==> src/rtl/chip8_timer_bank_if.sv <==
// CPU-side load/read port of the CHIP-8 timer bank.
// The CPU core drives the master side; the timer bank is the slave.
interface chip8_timer_bank_if #(
    parameter int NUM_TIMERS = 2
);
    localparam int SEL_W = (NUM_TIMERS > 1) ? $clog2(NUM_TIMERS) : 1;

    logic             wr_en;
    logic [SEL_W-1:0] wr_sel;
    logic [7:0]       wr_data;
    logic [SEL_W-1:0] rd_sel;
    logic [7:0]       rd_data;

    modport master (
        output wr_en,
        output wr_sel,
        output wr_data,
        output rd_sel,
        input  rd_data
    );

    modport slave (
        input  wr_en,
        input  wr_sel,
        input  wr_data,
        input  rd_sel,
        output rd_data
    );
endinterface

==> src/rtl/chip8_timer_bank.sv <==
// CHIP-8 tick generator plus a bank of 8-bit countdown timers (delay, sound, ...).
// Optional macro TIMER_BANK_PAUSE_EN adds a pause input that freezes both prescalers and all countdowns.
module chip8_timer_bank #(
    parameter int CLOCK_SPEED = 100000,
    parameter int CPU_SPEED   = 500,
    parameter int TIMER_HZ    = 60,
    parameter int NUM_TIMERS  = 2,
    parameter int SOUND_CH    = 1
) (
    input  logic                  clk,
    input  logic                  rst_n,
`ifdef TIMER_BANK_PAUSE_EN
    input  logic                  pause,
`endif
    chip8_timer_bank_if.slave     bus,
    output logic                  cpu_tick,
    output logic                  hz_tick,
    output logic [NUM_TIMERS-1:0] timer_active,
    output logic                  sound_on
);
    localparam int CPU_DIV = CLOCK_SPEED / CPU_SPEED;
    localparam int HZ_DIV  = CLOCK_SPEED / TIMER_HZ;
    localparam int CPU_W   = (CPU_DIV > 1) ? $clog2(CPU_DIV) : 1;
    localparam int HZ_W    = (HZ_DIV > 1) ? $clog2(HZ_DIV) : 1;
    localparam int SEL_W   = (NUM_TIMERS > 1) ? $clog2(NUM_TIMERS) : 1;

    localparam logic [CPU_W-1:0] CPU_LAST = CPU_W'(CPU_DIV - 1);
    localparam logic [HZ_W-1:0]  HZ_LAST  = HZ_W'(HZ_DIV - 1);

    logic [CPU_W-1:0] cpu_cnt;
    logic [HZ_W-1:0]  hz_cnt;
    logic [7:0]       timers [NUM_TIMERS];
    logic [7:0]       rd_mux;
    logic             run;

    // Pausing holds the prescaler phase rather than resetting it, so no tick is lost or repeated.
`ifdef TIMER_BANK_PAUSE_EN
    assign run = ~pause;
`else
    assign run = 1'b1;
`endif

    // A tick is the cycle in which its prescaler sits at zero, so it is high straight out of reset.
    assign cpu_tick = run && (cpu_cnt == '0);
    assign hz_tick  = run && (hz_cnt == '0);

    always_ff @(posedge clk or negedge rst_n) begin
        if (!rst_n) begin
            cpu_cnt <= '0;
            hz_cnt  <= '0;
        end else if (run) begin
            cpu_cnt <= (cpu_cnt == CPU_LAST) ? '0 : cpu_cnt + CPU_W'(1);
            hz_cnt  <= (hz_cnt == HZ_LAST) ? '0 : hz_cnt + HZ_W'(1);
        end
    end

    // A load beats a coincident decrement; out-of-range wr_sel matches no timer and is dropped.
    always_ff @(posedge clk or negedge rst_n) begin
        if (!rst_n) begin
            for (int i = 0; i < NUM_TIMERS; i++) begin
                timers[i] <= '0;
            end
        end else begin
            for (int i = 0; i < NUM_TIMERS; i++) begin
                if (bus.wr_en && (bus.wr_sel == SEL_W'(i))) begin
                    timers[i] <= bus.wr_data;
                end else if (hz_tick && (timers[i] != 8'd0)) begin
                    timers[i] <= timers[i] - 8'd1;
                end
            end
        end
    end

    always_comb begin
        rd_mux = 8'd0;
        for (int i = 0; i < NUM_TIMERS; i++) begin
            if (bus.rd_sel == SEL_W'(i)) begin
                rd_mux = timers[i];
            end
        end
    end

    assign bus.rd_data = rd_mux;

    for (genvar g = 0; g < NUM_TIMERS; g++) begin : g_active
        assign timer_active[g] = |timers[g];
    end

    assign sound_on = timer_active[SOUND_CH];

endmodule

==> src/flat_wrapper.sv <==
// flat-port wrapper written by rule: the top's interface ports become plain ports
module chip8_timer_bank_flat 
#(
    parameter int CLOCK_SPEED = 100000,
    parameter int CPU_SPEED   = 500,
    parameter int TIMER_HZ    = 60,
    parameter int NUM_TIMERS  = 2,
    parameter int SOUND_CH    = 1
)
  (clk, rst_n, cpu_tick, hz_tick, timer_active, sound_on, bus_wr_en, bus_wr_sel, bus_wr_data, bus_rd_sel, bus_rd_data);
  chip8_timer_bank_if #(.NUM_TIMERS(NUM_TIMERS)) bus_i ();
  input  logic clk;
  input  logic rst_n;
  output logic cpu_tick;
  output logic hz_tick;
  output logic [NUM_TIMERS-1:0] timer_active;
  output logic sound_on;
  input wire logic [$bits(bus_i.wr_en)-1:0] bus_wr_en;
  input wire logic [$bits(bus_i.wr_sel)-1:0] bus_wr_sel;
  input wire logic [$bits(bus_i.wr_data)-1:0] bus_wr_data;
  input wire logic [$bits(bus_i.rd_sel)-1:0] bus_rd_sel;
  output wire logic [$bits(bus_i.rd_data)-1:0] bus_rd_data;
  assign bus_i.wr_en = bus_wr_en;
  assign bus_i.wr_sel = bus_wr_sel;
  assign bus_i.wr_data = bus_wr_data;
  assign bus_i.rd_sel = bus_rd_sel;
  assign bus_rd_data = bus_i.rd_data;
  chip8_timer_bank #(.CLOCK_SPEED(CLOCK_SPEED), .CPU_SPEED(CPU_SPEED), .TIMER_HZ(TIMER_HZ), .NUM_TIMERS(NUM_TIMERS), .SOUND_CH(SOUND_CH)) u_core (.clk(clk), .rst_n(rst_n), .bus(bus_i), .cpu_tick(cpu_tick), .hz_tick(hz_tick), .timer_active(timer_active), .sound_on(sound_on));
endmodule
==> config.mk <==
export PLATFORM = sky130hd
export DESIGN_NAME = chip8_timer_bank_flat
export DESIGN_NICKNAME = d
export VERILOG_FILES = /design/src/rtl/chip8_timer_bank_if.sv /design/src/rtl/chip8_timer_bank.sv /design/src/flat_wrapper.sv
export SDC_FILE = /design/constraint.sdc
export NUM_CORES = 1
export LEC_CHECK = 0
export ABC_CLOCK_PERIOD_IN_PS = 1800
export BUFFER_PORTS_ARGS = -buffer_cell sky130_fd_sc_hd__buf_2
export CAP_MARGIN = 20
export CORE_UTILIZATION = 45
export CTS_CLUSTER_DIAMETER = 50
export CTS_CLUSTER_SIZE = 30
export DETAILED_ROUTE_END_ITERATION = 8
export PLACE_DENSITY = 0.68
export RECOVER_POWER = 25
export SLEW_MARGIN = 10
export SYNTH_ARGS = -nofsm -noshare
export SYNTH_HDL_FRONTEND = slang
export SYNTH_SLANG_ARGS = --single-unit
==> constraint.sdc <==
create_clock -name clk -period 1.8 [get_ports clk]
set_clock_uncertainty 0.05 [all_clocks]
set_input_delay 0.18 -clock clk [delete_from_list [all_inputs] [get_ports clk]]
set_output_delay 0.18 -clock clk [all_outputs]
set_load 0.01 [all_outputs]
* Yosys cells after proc, flatten, opt, wreduce, memory -nomap -nowiden
Cells that the tools add are included.
Storage, ports and cells: bits in registers 35, bits of input ports 13, output and inout port bits 13, word-level logic and storage cells 30
Cells by class: add/sub/neg operators 4, equal/unequal tests 2, muxes and demuxes 7, bitwise gates (word level) 1, reductions and logical operators 12
Operators with widths (count):
- $mux 8 | 6
- $reduce_bool 8->1 | 2
- $reduce_or 8->1 | 2
- $sub 8x1->8 const B | 2
- $add 11x1->11 const B | 1
- $eq 11x11->1 const B | 1
- $logic_not 11->1 | 1
- $mux 11 | 1
- $add 8x1->8 const B | 1
- $eq 8x8->1 const B | 1
- $logic_not 8->1 | 1
- $logic_and 1x1->1 | 4
- $reduce_bool 2->1 | 2
- $not 1->1 | 1

* Logic depth before layout (Yosys ltp)
depth after elaboration 4, depth in mapped cells 8

* Worst setup path after synthesis
No wires, ideal clock.
kind reg2reg, from reg u_core.timers[8] (netlist name), to reg u_core.timers[11] (netlist name), arrival 1.769 ns, data required time 1.668 ns, setup slack -0.100 ns, cell stages (with the launch flop) 8, period minus slack after synthesis 1.900 ns, cells stage by stage dfrtp_1 inv_1 ha_1 or4b_1 nor2b_2 inv_1 a31o_1 a31oi_1
Between the ends: longest elaborated chain between the ends 3, elaborated cells between the ends (all ways) 6
Ends and longest elaborated chain:
- start: declaration | line chip8_timer_bank.sv:32 | logic [7:0] timers [NUM_TIMERS];
- start signal: indexed assignment | line chip8_timer_bank.sv:66 | timers[i] <= bus.wr_data;
- start signal: indexed assignment | line chip8_timer_bank.sv:68 | timers[i] <= timers[i] - 8'd1;
- $sub 8x1->8 or $reduce_bool 8->1 (tied branches) | line chip8_timer_bank.sv:68, chip8_timer_bank.sv:67
- $mux 8 or $logic_and 1x1->1 (tied branches) | line chip8_timer_bank.sv:67 | end else if (hz_tick && (timers[i] != 8'd0)) begin
- $mux 8 or $reduce_bool 2->1 (tied branches)
Several ways; a longest one is shown, not always the timed one. The select of a mux whose other input is x is not followed. A chain may end at the register's enable or synchronous reset.

* Final worst setup path
from reg u_core.hz_cnt[1], to reg u_core.timers[10] (netlist name)
Between the ends: longest elaborated chain between the ends 3
Ends and longest elaborated chain:
- start: declaration | line chip8_timer_bank.sv:31 | logic [HZ_W-1:0] hz_cnt;
- start signal: assignment | line chip8_timer_bank.sv:53 | hz_cnt <= (hz_cnt == HZ_LAST) ? '0 : hz_cnt + HZ_W'(1);
- $logic_not 11->1 | line chip8_timer_bank.sv:45 | assign hz_tick = run && (hz_cnt == '0);
- $logic_and 1x1->1 | line chip8_timer_bank.sv:67
- $reduce_bool 2->1 (no source line)
Every way passes these cells.

==> results.sh <==
export IMPL_status="finished, violations left"
export IMPL_violations="setup timing"
export IMPL_fin_area_um2=2910
export IMPL_clkTransAtPathRegs_ps=70
export IMPL_drt_iter0_drc=114
export IMPL_synth_ff_type="dfrtp_1"
export IMPL_final_nets=314
export IMPL_synth_edff_count=0
export IMPL_cts_buffer_depth=2
export IMPL_fp_coreArea_um2=4380
export IMPL_postSynthAreaPerCell_um2=9.34
export IMPL_async_reset_ff_frac=1.00
export IMPL_max_freq_mhz=512
export IMPL_required_ps=1890
export IMPL_worstReg2RegEnd="u_core.timers[10]"
export IMPL_p_total_uw=1790
export IMPL_fin_cells=347
export IMPL_fin_crit_sh=1.08
export IMPL_maxCapViolations=0
export IMPL_globalplace_congestion=0.843
export IMPL_area_growth_pct=41.5
export IMPL_ir_drop_uv=437
export IMPL_wirelength_um=5220
export IMPL_crit_path_top_delay_cell="dfrtp_1"
export IMPL_die_h_um=69.6
export IMPL_multiInputGateArea_um2=1250
export IMPL_crit_end="u_core.timers[10]"
export IMPL_p_leak_uw=0.00129
export IMPL_wire_per_inst_um=15.0
export IMPL_row_count=24
export IMPL_start_util=0.469
export IMPL_tritoncts="done"
export IMPL_hold_viol_final=0
export IMPL_fillCellCount=361
export IMPL_dp_cells=321
export IMPL_grt_max_degree=36
export IMPL_drc=0
export IMPL_rsz0062_at_grt="yes"
export IMPL_period_minus_slack_ps=1950
export IMPL_firstDrtPassIters=4
export IMPL_critPathMaxFanout=7
export IMPL_yosys_register_bits=35
export IMPL_relSlewSlack=0.387
export IMPL_crit_path_end_kind="flip-flop"
export IMPL_ios=26
export IMPL_startpoint="u_core.hz_cnt[1]"
export IMPL_rrSetupSlack_ps=-150
export IMPL_hold_worst_slack_ps=74.1
export IMPL_reg2reg_depth=8
export IMPL_drive_gt1_frac=0.407
export IMPL_first_global_vias=1846
export IMPL_ant_nets=0
export IMPL_port_buffers=25
export IMPL_crit_top_cell="buf_6"
export IMPL_die_w_um=69.6
export IMPL_crit_type="flip-flop to flip-flop"
export IMPL_setup_viol=17
export IMPL_p_per_area_nw_per_um2=614
export IMPL_clk_latency_ps=290
export IMPL_viasPerCell=5.58
export IMPL_cts_sink_count=35
export IMPL_crit_arrival_ps=2040
export IMPL_dieArea_um2=4840
export IMPL_grt_pass1_wl_um=8540
export IMPL_cts_made_buffers=5
export IMPL_seq_area_um2=876
export IMPL_post_dp_hpwl_um=3360
export IMPL_synth_cell_types=48
export IMPL_track_usage=0.222
export IMPL_hp_class="primary input to flip-flop"
export IMPL_slowest_delay_ps=390
export IMPL_route_vias_total=1937
export IMPL_netlist_area_um2=2050
export IMPL_clock_root_buffer="clkbuf_8"
export IMPL_synth_cells=220
export IMPL_grt_overflow_total=0
export IMPL_r2r_start="u_core.hz_cnt[1]"
export IMPL_pre_cts_slack_ps=-116
export IMPL_maxSlewViolCount=0
export IMPL_setup_slack_ps=-151
export IMPL_htreeDepth=2
export IMPL_start_kind="flip-flop"
export IMPL_cp_cell_sequence="inv_2 > ha_4 > nor4b_4 > nand3_4 > buf_6 > buf_6 > o21ai_0 > a31oi_4"
export IMPL_syn_num_nets=240
export IMPL_synth_warnings=0
export IMPL_max_slew_worst_pin_slew_ps=920
export IMPL_grt_antenna_before_repair=0
export IMPL_dpl_cell_area_um2=2480
export IMPL_diodes=0
export IMPL_ys_seq_area_frac=0.426
flip-flops by register name, indices dropped and copies added (netlist names):
name            flops
u_core.hz_cnt      11
u_core.cpu_cnt      8
u_core.timers      16
cells in the final DEF (no fill, tap or decap), drive strengths merged, types with 5 or more instances in the layout:
cell type / synthesis / layout
nand2: 12 / 12
nor2: 22 / 22
ha: 7 / 7
a31oi: 12 / 12
buf: 3 / 74
and3: 7 / 7
xnor2: 9 / 9
o21ai: 15 / 15
inv: 15 / 15
or4: 5 / 5
dfrtp: 35 / 35
clkbuf: 6 / 8
nand3: 12 / 12
power by group:
group	switching (uW)	internal, uW
clock network	284	272
registers	50.3	832
logic	179	169
total	513	1270
repair_timing:
item | 4_1_cts | 5_1_grt
gates resized for setup | 28 | 21
hold endpoints to repair | 35 | 0
setup endpoints to repair | 17 | 20
hold buffers | 1 | 0
buffers inserted | 16 | 4
pin swaps | 22 | 18
worst min-delay path by stage:
stage	depth (start not counted)	startpoint	end	slack, ps
finish	3	bus_wr_data[6]	u_core.timers[6]	70
global route	2	bus_wr_data[7]	u_core.timers[15]	90
CTS	3	bus_wr_data[6]	u_core.timers[6]	80
detailed placement	2	rst_n	u_core.cpu_cnt[2]	200
global placement	2	rst_n	u_core.cpu_cnt[7]	200
floorplan	0	rst_n	u_core.cpu_cnt[0]	-170
logic make-up (layout without fill, tap and decap cells):
| logic type | Yosys count | after routing | synth area share |
|---|---|---|---|
| muxes | 4 | 4 | 0.0219 |
| buffers and inverters | 24 | 99 | 0.0463 |
| xor gates and xnor gates | 11 | 11 | 0.0469 |
| adders and majority gates | 7 | 7 | 0.0426 |
| AOI/OAI and AO/OA | 47 | 47 | 0.153 |
| and+or+nand+nor | 92 | 92 | 0.263 |
| DFF | 35 | 35 | 0.426 |
synth_stat cells, types with 2 or more instances:
library cell / n / area share
nor4_1: 2 / 0.0061
or2_2: 2 / 0.0061
xor2_1: 2 / 0.0085
and2_1: 2 / 0.0061
mux2_2: 4 / 0.022
nand4_1: 4 / 0.012
dfrtp_1: 35 / 0.43
ha_1: 7 / 0.043
o21ai_0: 14 / 0.034
nor2b_1: 3 / 0.0091
or3_1: 4 / 0.012
a21oi_1: 2 / 0.0049
and3_1: 7 / 0.021
or4b_1: 4 / 0.019
a31oi_1: 12 / 0.037
a31o_1: 2 / 0.0085
nand3_1: 11 / 0.027
o31ai_1: 4 / 0.015
nor3_1: 4 / 0.0097
inv_1: 15 / 0.027
o22a_1: 2 / 0.0085
xnor2_1: 9 / 0.038
o311ai_0: 2 / 0.0085
or4_1: 4 / 0.015
a22o_1: 2 / 0.0085
clkbuf_1: 6 / 0.011
and4_1: 3 / 0.013
nand2_1: 12 / 0.022
nor2_1: 21 / 0.038
per-stage QoR:
step,setup TNS [ps],utilization
floorplan,-154,-
global placement,-428,0.566
detailed placement,-847,0.566
CTS,-985,0.633
global route,-2730,0.663
finish,-1290,0.663
critical path, delay by kind of cell, from the launching register on:
family | cells | cell delay, ps
DFF | 1 | 390
and+or+nand+nor | 2 | 390
adders and majority gates | 1 | 120
buffers and inverters | 3 | 360
AOI/OAI and AO/OA | 2 | 500
layout make-up:
class	count	share of cell area
Inverter	15	0.0202
Clock inverter	1	0.00172
Clock buffer	7	0.0262
Sequential cell	35	0.301
Timing Repair Buffer	76	0.197
Tap cell	52	0.0224
Multi-Input combinational cell	161	0.432
per-layer routing:
layer,vias to the layer above,share of wire,track usage
met1,941,0.47,0.296
li1,950,-,-
met2,40,0.48,0.361
met5,-,0,0
met4,0,0.012,0.0794
met3,6,0.041,0.0392
Power figures use the tool's default switching activity.
